File: src/rtl/wspr_pkg.sv
// Shared definitions for the WSPR transmit slot scheduler: FSM encoding and
// WSPR protocol timing constants.
package wspr_pkg;

    typedef enum logic [2:0] {
        S_IDLE      = 3'd0,
        S_WAIT_MARK = 3'd1,
        S_OFFSET    = 3'd2,
        S_START     = 3'd3,
        S_ACK       = 3'd4,
        S_TX        = 3'd5
    } sched_state_t;

    localparam int WSPR_SYMBOLS       = 162;
    localparam int WSPR_SLOT_S        = 120;
    localparam int WSPR_START_DELAY_S = 1;

    function automatic int max_of(input int a, input int b);
        return (a > b) ? a : b;
    endfunction

endpackage

File: src/rtl/wspr_tx_scheduler_event_counter.sv
// Loadable down-counter with a zero flag; used for the skip counter, the pps
// counter and the ack timer of the slot scheduler.
module event_counter #(
    parameter int W = 8
) (
    input  logic         i_clk,
    input  logic         i_resetn,
    input  logic         i_load,
    input  logic [W-1:0] i_load_val,
    input  logic         i_en,
    output logic         o_zero
);

    logic [W-1:0] count_d, count_q;

    // Saturates at zero so a stray enable cannot wrap the terminal condition away.
    always_comb begin
        count_d = count_q;
        if (i_load) begin
            count_d = i_load_val;
        end else if (i_en && (count_q != '0)) begin
            count_d = count_q - 1'b1;
        end
    end

    always_ff @(posedge i_clk or negedge i_resetn) begin
        if (!i_resetn) begin
            count_q <= '0;
        end else begin
            count_q <= count_d;
        end
    end

    assign o_zero = (count_q == '0);

endmodule

File: src/rtl/wspr_tx_scheduler.sv
// WSPR slot scheduler: starts the generator on even-minute marks (1 of every N
// slots), rotates the band per transmission and guards it with ack/TX watchdogs.
module wspr_tx_scheduler
    import wspr_pkg::*;
#(
    parameter int P_START_DELAY_S = WSPR_START_DELAY_S,
    parameter int P_ACK_TIMEOUT   = 1024,
    parameter int P_MAX_TX_S      = 115,
    parameter int P_BAND_W        = 3
) (
    input  logic                i_clk,
    input  logic                i_resetn,
    input  logic                i_enable,
    input  logic                i_pps,
    input  logic                i_evenMinute,
    input  logic [3:0]          i_txEvery,
    input  logic [P_BAND_W-1:0] i_numBands,
    input  logic                i_txBusy,
    output logic                o_txStart,
    output logic                o_txAbort,
    output logic [P_BAND_W-1:0] o_bandSel,
    output logic [2:0]          o_state,
    output logic [15:0]         o_txCount,
    output logic                o_error
);

    localparam int ACK_W = $clog2(P_ACK_TIMEOUT + 1);
    localparam int PPS_W = $clog2(max_of(P_MAX_TX_S, P_START_DELAY_S) + 1);
    localparam logic [ACK_W-1:0]    ACK_LOAD    = ACK_W'(P_ACK_TIMEOUT - 1);
    localparam logic [PPS_W-1:0]    OFFSET_LOAD = PPS_W'(max_of(P_START_DELAY_S - 1, 0));
    localparam logic [PPS_W-1:0]    TX_LOAD     = PPS_W'(P_MAX_TX_S - 1);
    localparam logic [P_BAND_W:0]   BAND_ONE    = (P_BAND_W + 1)'(1);

    sched_state_t          state_d, state_q;
    logic                  start_d, start_q;
    logic                  abort_d, abort_q;
    logic [P_BAND_W-1:0]   band_d, band_q;
    logic [15:0]           count_d, count_q;
    logic                  error_d, error_q;
    logic                  enable_q, busy_q;

    logic                  skip_load, skip_en, skip_zero;
    logic [3:0]            skip_val;
    logic                  pps_load, pps_en, pps_zero;
    logic [PPS_W-1:0]      pps_val;
    logic                  ack_load, ack_en, ack_zero;

    logic [P_BAND_W:0]     band_inc, band_lim;
    logic [P_BAND_W-1:0]   band_next;

    // A band index left beyond a shrunken rotation falls back to band 0.
    assign band_inc  = {1'b0, band_q} + BAND_ONE;
    assign band_lim  = (i_numBands == '0) ? BAND_ONE : {1'b0, i_numBands};
    assign band_next = (band_inc >= band_lim) ? '0 : band_inc[P_BAND_W-1:0];

    always_comb begin
        state_d   = state_q;
        abort_d   = 1'b0;
        band_d    = band_q;
        count_d   = count_q;
        error_d   = error_q;
        skip_load = 1'b0;
        skip_en   = 1'b0;
        skip_val  = 4'd0;
        pps_load  = 1'b0;
        pps_en    = 1'b0;
        pps_val   = '0;
        ack_en    = 1'b0;

        if (i_enable && !enable_q) begin
            error_d = 1'b0;
        end

        if (!i_enable) begin
            state_d = S_IDLE;
            abort_d = (state_q == S_ACK) || (state_q == S_TX);
        end else begin
            case (state_q)
                S_IDLE: begin
                    state_d   = S_WAIT_MARK;
                    skip_load = 1'b1;
                end
                S_WAIT_MARK: begin
                    if (i_evenMinute) begin
                        if (skip_zero) begin
                            skip_load = 1'b1;
                            skip_val  = (i_txEvery == 4'd0) ? 4'd0 : i_txEvery - 4'd1;
                            if (P_START_DELAY_S == 0) begin
                                state_d = S_START;
                            end else begin
                                state_d  = S_OFFSET;
                                pps_load = 1'b1;
                                pps_val  = OFFSET_LOAD;
                            end
                        end else begin
                            skip_en = 1'b1;
                        end
                    end
                end
                S_OFFSET: begin
                    if (i_pps) begin
                        if (pps_zero) begin
                            state_d = S_START;
                        end else begin
                            pps_en = 1'b1;
                        end
                    end
                end
                S_START: begin
                    state_d = S_ACK;
                    ack_en  = 1'b1;
                end
                S_ACK: begin
                    if (i_txBusy) begin
                        state_d  = S_TX;
                        pps_load = 1'b1;
                        pps_val  = TX_LOAD;
                    end else if (ack_zero) begin
                        state_d = S_WAIT_MARK;
                        abort_d = 1'b1;
                        error_d = 1'b1;
                    end else begin
                        ack_en = 1'b1;
                    end
                end
                S_TX: begin
                    // Normal completion outranks a watchdog expiring in the same cycle.
                    if (busy_q && !i_txBusy) begin
                        state_d = S_WAIT_MARK;
                        count_d = count_q + 16'd1;
                        band_d  = band_next;
                    end else if (i_pps) begin
                        if (pps_zero) begin
                            state_d = S_WAIT_MARK;
                            abort_d = 1'b1;
                            error_d = 1'b1;
                            band_d  = band_next;
                        end else begin
                            pps_en = 1'b1;
                        end
                    end
                end
                default: begin
                    state_d = S_IDLE;
                end
            endcase
        end

        // The ack timer is armed on entry to START so that cycle counts toward the timeout.
        start_d  = (state_d == S_START);
        ack_load = start_d;
    end

    always_ff @(posedge i_clk or negedge i_resetn) begin
        if (!i_resetn) begin
            state_q  <= S_IDLE;
            start_q  <= 1'b0;
            abort_q  <= 1'b0;
            band_q   <= '0;
            count_q  <= 16'd0;
            error_q  <= 1'b0;
            enable_q <= 1'b0;
            busy_q   <= 1'b0;
        end else begin
            state_q  <= state_d;
            start_q  <= start_d;
            abort_q  <= abort_d;
            band_q   <= band_d;
            count_q  <= count_d;
            error_q  <= error_d;
            enable_q <= i_enable;
            busy_q   <= i_txBusy;
        end
    end

    event_counter #(.W(4)) u_skip_cnt (
        .i_clk      (i_clk),
        .i_resetn   (i_resetn),
        .i_load     (skip_load),
        .i_load_val (skip_val),
        .i_en       (skip_en),
        .o_zero     (skip_zero)
    );

    event_counter #(.W(PPS_W)) u_pps_cnt (
        .i_clk      (i_clk),
        .i_resetn   (i_resetn),
        .i_load     (pps_load),
        .i_load_val (pps_val),
        .i_en       (pps_en),
        .o_zero     (pps_zero)
    );

    event_counter #(.W(ACK_W)) u_ack_cnt (
        .i_clk      (i_clk),
        .i_resetn   (i_resetn),
        .i_load     (ack_load),
        .i_load_val (ACK_LOAD),
        .i_en       (ack_en),
        .o_zero     (ack_zero)
    );

    assign o_txStart = start_q;
    assign o_txAbort = abort_q;
    assign o_bandSel = band_q;
    assign o_state   = state_q;
    assign o_txCount = count_q;
    assign o_error   = error_q;

endmodule
File: config.mk
export PLATFORM = sky130hd
export DESIGN_NAME = wspr_tx_scheduler
export DESIGN_NICKNAME = d
export VERILOG_FILES = /design/src/rtl/wspr_pkg.sv /design/src/rtl/wspr_tx_scheduler_event_counter.sv /design/src/rtl/wspr_tx_scheduler.sv
export SDC_FILE = /design/constraint.sdc
export NUM_CORES = 1
export LEC_CHECK = 0
export BUFFER_PORTS_ARGS = -buffer_cell sky130_fd_sc_hd__buf_4
export CORE_ASPECT_RATIO = 1.75
export CORE_MARGIN = 2
export CORE_UTILIZATION = 60
export CTS_BUF_LIST = sky130_fd_sc_hd__clkbuf_8
export DETAILED_ROUTE_END_ITERATION = 10
export PLACE_DENSITY = 0.88
export SLEW_MARGIN = 0
export SYNTH_ARGS = -nofsm -noshare
export SYNTH_HDL_FRONTEND = slang
export SYNTH_HIERARCHICAL = 1
export SYNTH_SLANG_ARGS = --single-unit
File: constraint.sdc
create_clock -name i_clk -period 3.7 [get_ports i_clk]
set_input_delay 0.555 -clock i_clk [delete_from_list [all_inputs] [get_ports i_clk]]
set_output_delay 0.555 -clock i_clk [all_outputs]
set_load 0.05 [all_outputs]
==> impl_metrics.yaml, run 1 <==
run_status:
  status: "completed"
sta:
  period_share: 0.786
  tightest_slew_ns: 1.01
  grt_setup_unrepaired: "false"
  final_hold_viol_count: 0
  fmax_mhz: 344
  finalCriticalPeriod_ns: 2.91
  slew-limit-headroom: 0.328
  setup_violations: 0
  hold_slack_ns: 0.254
  slew_viol_final: 0
  final.setup.tns_ns: 0
  final.setup_skew_ns: 0.0124
die:
  coreArea_um2: 4890
  initial_core_util: 0.610
  io_pins: 38
  fp.dieH_um: 97.3
  die_width_um: 57.3
  die-area_um2: 5580
  num_rows: 34
cts:
  numCtsBuffers: 5
  tritoncts: "built"
  post_cts_resized: 0
  cts.sinks: 49
  cts-htree-levels: 2
  hold_buffers: 0
  cts_setup_buffers: 0
  cts.clk_slew.worst_paths_ns: 0.10
  cts_buffer_depth: 2
  root_buffer: "clkbuf_8"
  clk_latency_ns: 0.31
routing:
  top_layer: "met4"
  route.layer.met1.wl_um: 2450
  wl_met2_um: 3360
  routed-via-count: 2462
  wl_per_cell_um: 14.8
  drt_iter0_drc: 88
  vias_per_cell: 5.96
  drc: 0
  ant_nets: 0
  wl_met3_um: 210
  routed_wl_um: 6130
  detail_route.first_pass.iterations: 4
setup_path:
  worst_path_largest_cell_delay_ns: 0.50
  reg2reg_depth: 12
  reg2reg_from: "u_pps_cnt/count_q[1]"
  r2r-end: "u_ack_cnt/count_q[5]"
  crit_top_cell: "nor2_1"
  critPathSlowestCell: "or3b_2"
  worst-path-buf-inv: 2
  end_kind: "register"
  regToRegSetupSlack_ns: 0.79
  cp-start-kind: "register"
  worstSetupPathType: "reg -> reg"
  required_ns: 3.89
  path_cells: "inv_1 > ha_1 > or3b_2 > nor2_1 > and2_1 > a21oi_1 > o22a_1 > nor2b_1 > buf_4 > nand2b_1 > nor2_1 > a211o_1"
  critical_path.max_fanout: 24
  cp.arrival_ns: 3.10
  critical-path-top-delay-family: "simple AND/OR/NAND/NOR gates"
synth:
  syn-cell-area_um2: 2980
  ys_seq_area_frac: 0.411
  synth_cells: 306
  synth_edf_count: 0
  ys_ff_latch: 49
  ys_warn_count: 6
  async_reset_ff_frac: 1.00
  synth_cell_types: 72
  ys.flop_type: "dfrtp_1"
  synth.avg_cell_area_um2: 9.75
placement:
  place_area_um2: 3360
  io_buffer_count: 37
  dp_hpwl_um: 4570
  gp_congestion: 0.889
global_route:
  grt_antenna_before_repair: 0
  grt_pass1_wl_um: 10800
  grt.overflow.total: 0
  grt_pass1_vias: 2454
  grt_max_degree: 50
  grt_usage: 0.238
final_layout:
  layout_common_cells: "dfrtp_1, buf_4, nand2_1, inv_1, xnor2_1"
  final_core_util: 0.706
  final_cell_area_um2: 3450
  final_common_cell: "dfrtp_1"
  finalNetCount: 381
  drive_gt1_frac: 0.187
  diodes: 0
  area_delta_synth_final_pct: 15.7
worst_hold_path:
  hp-class: "in -> async"
power:
  leakage_nw: 1.53
  p_per_area_nw_per_um2: 499
  irDropWorstVdd_mv: 0.516
job:
  max_cap_violations: 0
==> cells in the mapped netlist, types with 2 or more instances <==
master	count	area share
a2111oi_2	2	0.010
or3_1	4	0.0084
or4b_1	2	0.0067
inv_1	19	0.024
nand3b_1	2	0.0050
nand2_1	30	0.038
mux2_2	2	0.0075
nand2b_1	7	0.015
o21bai_1	2	0.0050
nor4_1	2	0.0042
nor3_1	9	0.015
o21ai_1	2	0.0034
nand3_1	9	0.015
a311oi_1	2	0.0059
o31a_1	2	0.0059
o21ai_0	14	0.023
a221o_1	2	0.0067
and3_1	3	0.0063
dfrtp_1	49	0.41
clkbuf_1	4	0.0050
o31ai_1	3	0.0075
xnor2_1	18	0.053
nor2b_1	7	0.015
a311o_1	3	0.010
a211oi_1	4	0.010
a21oi_1	15	0.025
ha_1	10	0.042
nor3b_1	5	0.013
xor2_1	4	0.012
and4_1	2	0.0059
conb_1	2	0.0025
a211o_1	3	0.0088
nor2_1	15	0.019
a31oi_1	4	0.0084
o21a_1	2	0.0050
nand4_1	5	0.010
==> worst register-to-register path, stage by stage (launching register included) <==
cell	delay, ns
dfrtp_1	0.42
inv_1	0.11
ha_1	0.28
or3b_2	0.50
nor2_1	0.18
and2_1	0.18
a21oi_1	0.07
o22a_1	0.20
nor2b_1	0.12
buf_4	0.25
nand2b_1	0.16
nor2_1	0.04
a211o_1	0.28
==> per-layer routing <==
| layer | GRT usage | vias up |
|---|---|---|
| met5 | 0 | - |
| met4 | 0.0733 | 0 |
| met3 | 0.0439 | 14 |
| met1 | 0.284 | 1188 |
| li1 | - | 1212 |
| met2 | 0.422 | 48 |
==> sequential cells by signal, indices dropped and copies added (netlist names), 3 cells and up <==
signal / flops
o_state: 3
o_bandSel: 3
u_ack_cnt/count_q: 11
o_txCount: 16
u_skip_cnt/count_q: 4
u_pps_cnt/count_q: 7
==> area by class of cell <==
class	instances	area [um2]
multi-input combinational	244	1700
fill	380	1440
sequential	49	1230
timing repair buffer	39	293
inverter	19	71.3
clock buffer	5	68.8
tap	54	67.6
clock inverter	3	26.3
==> through the flow <==
step | setup WS (ns) | total power, mW | instances
after global placement | 0.896 | 1.36 | 405
after floorplan | 0.927 | 1.23 | 318
after CTS | 0.810 | 1.72 | 413
final | 0.792 | 1.72 | 413
after detailed placement | 0.857 | 1.39 | 405
after global routing | 0.502 | 1.84 | 413
==> power by group <==
part | leakage [nW] | switching [mW] | internal, mW
Sequential | 0.637 | 0.148 | 0.642
Clock | 0.0423 | 0.194 | 0.138
Combinational | 0.850 | 0.343 | 0.260
Total | 1.53 | 0.684 | 1.04
==> worst max path at each step <==
| stage | from | to | slack [ns] | cells after the start |
|---|---|---|---|---|
| 4_1_cts | u_pps_cnt/count_q[1] | u_ack_cnt/count_q[5] | 0.81 | 12 |
| 2_1_floorplan | u_pps_cnt/count_q[1] | u_ack_cnt/count_q[4] | 0.93 | 11 |
| 3_5_place_dp | u_pps_cnt/count_q[1] | u_ack_cnt/count_q[5] | 0.86 | 12 |
| 3_3_place_gp | u_pps_cnt/count_q[1] | u_ack_cnt/count_q[5] | 0.90 | 12 |
| 6_report | u_pps_cnt/count_q[1] | u_ack_cnt/count_q[5] | 0.79 | 12 |
| 5_1_grt | u_ack_cnt/count_q[0] | u_ack_cnt/count_q[5] | 0.50 | 11 |
==> logic make-up (layout without fill, tap and decap cells) <==
logic type	after synthesis	in the layout	share of synthesized area
buf+inv	25	66	0.0344
mux	2	2	0.00755
flops	49	49	0.411
xor+xnor	23	23	0.0700
compound gates	74	74	0.178
fa+ha+maj	10	10	0.0419
other cells	2	14	0.00252
simple gates	121	121	0.255
Power figures use the tool's default switching activity.
==> run 2, diff against run 1 <==
==> constraint.sdc (replaced) <==
create_clock -name i_clk -period 2.9 [get_ports i_clk]
set_input_delay 0.435 -clock i_clk [delete_from_list [all_inputs] [get_ports i_clk]]
set_output_delay 0.435 -clock i_clk [all_outputs]
set_load 0.05 [all_outputs]
==> run 2 against run 1 <==
Compared with the run above:
- die area stayed put
- first-iteration DRC count fell by 3.4%
- critical path depth down 1
- register-to-register slack got worse by 0.63 ns
- non-clock buffer count rose by 8
- clock skew fell by 0.0060 ns
- global-route usage rose by 1.3 points
- utilization is 1.8 points higher
- sequential cell count stayed put
- largest cell class unchanged
==> impl_metrics.yaml, run 2 (same netlist as run 1, synthesis figures left out) <==
run_status:
  status: "completed"
sta:
  period_share: 0.944
  finalCriticalPeriod_ns: 2.74
  tightest_slew_ns: 0.628
  slew_viol_final: 0
  final.setup.tns_ns: 0
  final.setup_skew_ns: 0.00642
  final_hold_viol_count: 0
  hold_slack_ns: 0.123
  setup_violations: 0
  slew-limit-headroom: 0.581
  fmax_mhz: 365
final_layout:
  final_core_util: 0.724
  regArea_um2: 1230
  filler_cell_count: 362
  area_delta_synth_final_pct: 18.6
  finalNetCount: 389
  diodes: 0
  largest_reg_flops: 16
  layout_common_cells: "dfrtp_1, buf_4, nand2_1, inv_1, xnor2_1"
  final_cell_area_um2: 3540
  drive_gt1_frac: 0.215
  final_common_cell: "dfrtp_1"
  multiInputGateArea_um2: 1730
cts:
  root_buffer: "clkbuf_8"
  cts.sinks: 49
  cts-htree-levels: 2
  cts_buffer_depth: 2
  clk_latency_ns: 0.30
  numCtsBuffers: 5
  tritoncts: "built"
  cts_setup_buffers: 0
  cts.clk_slew.worst_paths_ns: 0.09
placement:
  gp_congestion: 0.899
  dp_hpwl_um: 4730
  place_area_um2: 3420
  io_buffer_count: 37
global_route:
  grt.overflow.total: 0
  grt_pass1_wl_um: 11300
  grt_usage: 0.251
  grt_max_degree: 50
  grt_antenna_before_repair: 0
  grt_pass1_vias: 2606
die:
  die-area_um2: 5580
  die_width_um: 57.3
  num_rows: 34
  io_pins: 38
  fp.dieH_um: 97.3
  coreArea_um2: 4890
  initial_core_util: 0.610
setup_path:
  critical-path-top-delay-family: "simple AND/OR/NAND/NOR gates"
  required_ns: 3.09
  critical_path.max_fanout: 4
  path_cells: "inv_1 > ha_1 > nor4b_4 > and3_1 > nor3_2 > nand2_1 > a21oi_2 > or4b_1 > a2111oi_4 > xnor2_1 > o21ai_1"
  critPathSlowestCell: "or4b_1"
  end_kind: "register"
  worst-path-buf-inv: 1
  cp-start-kind: "register"
  worst_path_largest_cell_delay_ns: 0.53
  cp.arrival_ns: 2.93
  worstSetupPathType: "reg -> reg"
routing:
  vias_per_cell: 6.01
  routed-via-count: 2530
  drt_iter0_drc: 85
  detail_route.first_pass.iterations: 4
  ant_nets: 0
  wl_per_cell_um: 15.2
  routed_wl_um: 6420
  drc: 0
worst_hold_path:
  hp-class: "in -> async"
power:
  leakage_nw: 1.58
  p_per_area_nw_per_um2: 633
  irDropWorstVdd_mv: 0.532
job:
  max_cap_violations: 0
==> run 2: cell count changes in the layout (fill, tap and decap cells not counted), sizes merged <==
cell and change:
clkinv +1, buf +8, clkinvlp -1
==> run 2: what timing repair did <==
item                                    in CTS  in global routing
hold buffers                                 0                  0
gates resized for setup                      0                  7
endpoints found under the setup margin       0                 10
==> run 2: routing by layer <==
metal | part of all wire | GRT usage | vias to the layer above
met4 | 0.019 | 0.122 | 0
met1 | 0.42 | 0.290 | 1240
met2 | 0.54 | 0.443 | 54
met3 | 0.027 | 0.0320 | 11
li1 | - | - | 1225
met5 | 0 | 0 | -
==> run 2: final timing paths <==
kind,slack [ns],from,endpoint,cells past startpoint
worst max-delay path,0.16,u_ack_cnt/count_q[0],u_ack_cnt/count_q[9],11
min in group i_clk,0.29,i_txBusy,busy_q,1
max in group asynchronous,2.34,i_resetn,o_txCount[0],1
worst min register to register,0.48,o_txCount[15],o_txCount[15],1
worst max register to register,0.16,u_ack_cnt/count_q[0],u_ack_cnt/count_q[9],11
worst min-delay path,0.12,i_resetn,u_pps_cnt/count_q[4],1
==> run 2: area by class of cell <==
class	instances	area share
clock inverter	3	0.00601
inverter	19	0.0201
tap	54	0.0191
clock buffer	5	0.0194
multi-input combinational	244	0.488
sequential	49	0.346
timing repair buffer	47	0.101
==> run 2: power breakdown <==
| group | switching, mW | internal (mW) | leakage, nW |
|---|---|---|---|
| Clock | 0.241 | 0.172 | 0.0445 |
| Sequential | 0.186 | 0.819 | 0.637 |
| Combinational | 0.460 | 0.364 | 0.894 |
| Total | 0.887 | 1.35 | 1.58 |
==> run 2: metrics by stage <==
step | setup slack (ns) | instances | total power, mW
final | 0.163 | 421 | 2.24
after CTS | 0.0386 | 421 | 2.23
after global placement | 0.190 | 413 | 1.78
after floorplan | 0.127 | 318 | 1.57
after global routing | -0.0460 | 421 | 2.39
after detailed placement | 0.112 | 413 | 1.81
==> run 3, diff against run 2 <==
--- a/config.mk
+++ b/config.mk
@@ -5,15 +5,15 @@
 export SDC_FILE = /design/constraint.sdc
 export NUM_CORES = 1
 export LEC_CHECK = 0
-export BUFFER_PORTS_ARGS = -buffer_cell sky130_fd_sc_hd__buf_4
+export ABC_CLOCK_PERIOD_IN_PS = 2900
 export CORE_ASPECT_RATIO = 1.75
 export CORE_MARGIN = 2
 export CORE_UTILIZATION = 60
 export CTS_BUF_LIST = sky130_fd_sc_hd__clkbuf_8
 export DETAILED_ROUTE_END_ITERATION = 10
-export PLACE_DENSITY = 0.88
+export DONT_BUFFER_PORTS = 1
+export PLACE_DENSITY = 0.82
 export SLEW_MARGIN = 0
 export SYNTH_ARGS = -nofsm -noshare
 export SYNTH_HDL_FRONTEND = slang
-export SYNTH_HIERARCHICAL = 1
 export SYNTH_SLANG_ARGS = --single-unit
==> run 3 against run 2 <==
Compared with the run above:
- setup slack improved by 0.52 ns
- worst hold slack improved by 0.027 ns
- total power fell by 9.5%
- global-route usage fell by 1.8 points
- via count fell by 9.3%
- final cell count fell by 17%
- sequential power barely moved
- first-iteration DRC count fell by 18%
- synthesized cell count fell by 4.9%
- largest power group unchanged
==> impl_metrics.yaml, run 3 <==
run_status:
  status: "completed"
power:
  swShare: 0.353
  seqPwrFrac: 0.504
  p_switching_uw: 715
  p_per_area_nw_per_um2: 656
  p_clk_frac: 0.242
  leakage_nw: 1.36
  irDropWorstVdd_mv: 0.423
  power_frac_comb: 0.254
  power.internal_mw: 1.31
  p_total_mw: 2.03
placement:
  dp_hpwl_um: 4170
  place_area_um2: 2940
  gp_congestion: 0.813
  io_buffer_count: 0
  dp.cells: 339
  dp_slack_ns: 0.687
die:
  num_rows: 33
  die-area_um2: 5410
  coreArea_um2: 4670
  die_width_um: 56.5
  io_pins: 38
  fp.dieH_um: 95.8
  initial_core_util: 0.620
final_layout:
  area_delta_synth_final_pct: 7.01
  filler_cell_count: 379
  fin_cells: 349
  multiInputGateArea_um2: 1530
  final_common_cell: "dfrtp_1"
  layout_common_cells: "dfrtp_1, nand3_1, inv_1, o21ai_0, nor2_1"
  largest_reg_flops: 16
  finalNetCount: 319
  diodes: 0
  regArea_um2: 1230
  final_core_util: 0.663
  final_cell_area_um2: 3090
  drive_gt1_frac: 0.104
cts:
  cts.sinks: 49
  cts_setup_buffers: 0
  tritoncts: "built"
  cts.clk_slew.worst_paths_ns: 0.10
  hold_buffers: 2
  cts-htree-levels: 2
  cts_buffer_depth: 2
  clk_latency_ns: 0.30
  root_buffer: "clkbuf_8"
  numCtsBuffers: 5
  post_cts_resized: 0
sta:
  final.setup_skew_ns: 0.0118
  slew-limit-headroom: 0.593
  fin_ws_ns: 0.684
  finalCriticalPeriod_ns: 2.22
  hold_slack_ns: 0.151
  slew_viol_final: 0
  final.setup.tns_ns: 0
  final_hold_viol_count: 0
  tightest_slew_ns: 0.610
  fmax_mhz: 451
  grt_setup_unrepaired: "false"
  period_share: 0.764
  setup_violations: 0
synth:
  synth.most_common_cell: "dfrtp_1"
  synth_cells: 291
  synthTopCellsByArea: "dfrtp_1, ha_1, xnor2_1"
  synth_top_area_cell: "dfrtp_1"
  syn-num-nets: 314
  ys_warn_count: 0
  ys_seq_area_frac: 0.424
  synth.avg_cell_area_um2: 9.94
  synth_edf_count: 0
  ys.flop_type: "dfrtp_1"
  ys_ff_latch: 49
  yosysTopAreaCellShare: 0.424
  synth_cell_types: 69
  synth_common_cells: "dfrtp_1, nand3_1, inv_1"
  async_reset_ff_frac: 1.00
  syn-cell-area_um2: 2890
setup_path:
  critPathSlowestCell: "dfrtp_1"
  end_kind: "register"
  crit_top_cell: "ha_1"
  worst-path-buf-inv: 0
  required_ns: 3.11
  startpoint: "o_bandSel[1]"
  reg2reg_from: "o_bandSel[1]"
  cp-start-kind: "register"
  regToRegSetupSlack_ns: 0.68
  worst_path_largest_cell_delay_ns: 0.69
  path_cells: "ha_1 > ha_1 > a211oi_1 > nor2_1 > o41ai_1"
  critical_path.max_fanout: 5
  worstSetupPathType: "reg -> reg"
  critical-path-top-delay-family: "flip-flops"
  cp.arrival_ns: 2.42
routing:
  drt_iter0_drc: 70
  routed_wl_um: 5800
  routed-via-count: 2295
  ant_nets: 0
  detail_route.first_pass.iterations: 4
  wl_per_cell_um: 16.6
  drc: 0
  vias_per_cell: 6.58
worst_hold_path:
  hp-class: "in -> reg"
  min_from: "i_txBusy"
job:
  max_cap_violations: 0
global_route:
  grt_max_degree: 50
  grt_antenna_before_repair: 0
  grt_pass1_vias: 2258
  grt_usage: 0.233
  grt.overflow.total: 0
  grt_pass1_wl_um: 10000
==> run 3: cell count changes after synthesis, sizes merged, moves of 5 or more <==
cell | previous run | this run
nand2 | 30 | 13
nand3 | 9 | 22
a21oi | 15 | 7
buf | 2 | 9
xnor2 | 18 | 13
==> run 3: cell families (layout without fill, tap and decap cells) <==
logic type,Yosys count,in the layout,synth area share
simple gates,115,115,0.254
compound gates,69,69,0.174
buf+inv,29,35,0.0454
xor+xnor,16,16,0.0485
fa+ha+maj,10,10,0.0433
mux,3,3,0.0108
flops,49,49,0.424
==> run 3: power by group through the flow <==
stage               clock (mW)  combinational (mW)  sequential [mW]
floorplan                    0               0.410            0.995
global placement             0               0.478             1.03
detailed placement           0               0.496             1.03
CTS                      0.503               0.520             1.02
global route             0.529               0.597             1.05
finish                   0.492               0.515             1.02
==> run 3: worst paths after layout <==
path | end | depth (start not counted)
worst min register to register | o_error | 2
worst max register to register | o_bandSel[1] | 5
worst min-delay path | busy_q | 0
worst max-delay path | o_bandSel[1] | 5
max in group asynchronous | u_ack_cnt.count_q[9] | 2
min in group asynchronous | o_state[0] | 2
==> run 3: area by class of cell <==
type | count | area share
repair buffers | 8 | 0.0267
multi-input cells | 213 | 0.496
clock inverters | 3 | 0.0150
flip-flops and latches | 49 | 0.396
well taps | 52 | 0.0210
inverters | 19 | 0.0230
clock buffers | 5 | 0.0222
==> run 3: per-layer routing <==
metal / wire length [um] / up-vias / track usage
met3: 210 / 11 / 0.0430
met2: 3190 / 58 / 0.452
met5: 0 / - / 0
met1: 2280 / 1132 / 0.245
li1: - / 1094 / -
met4: 118 / 0 / 0.0813
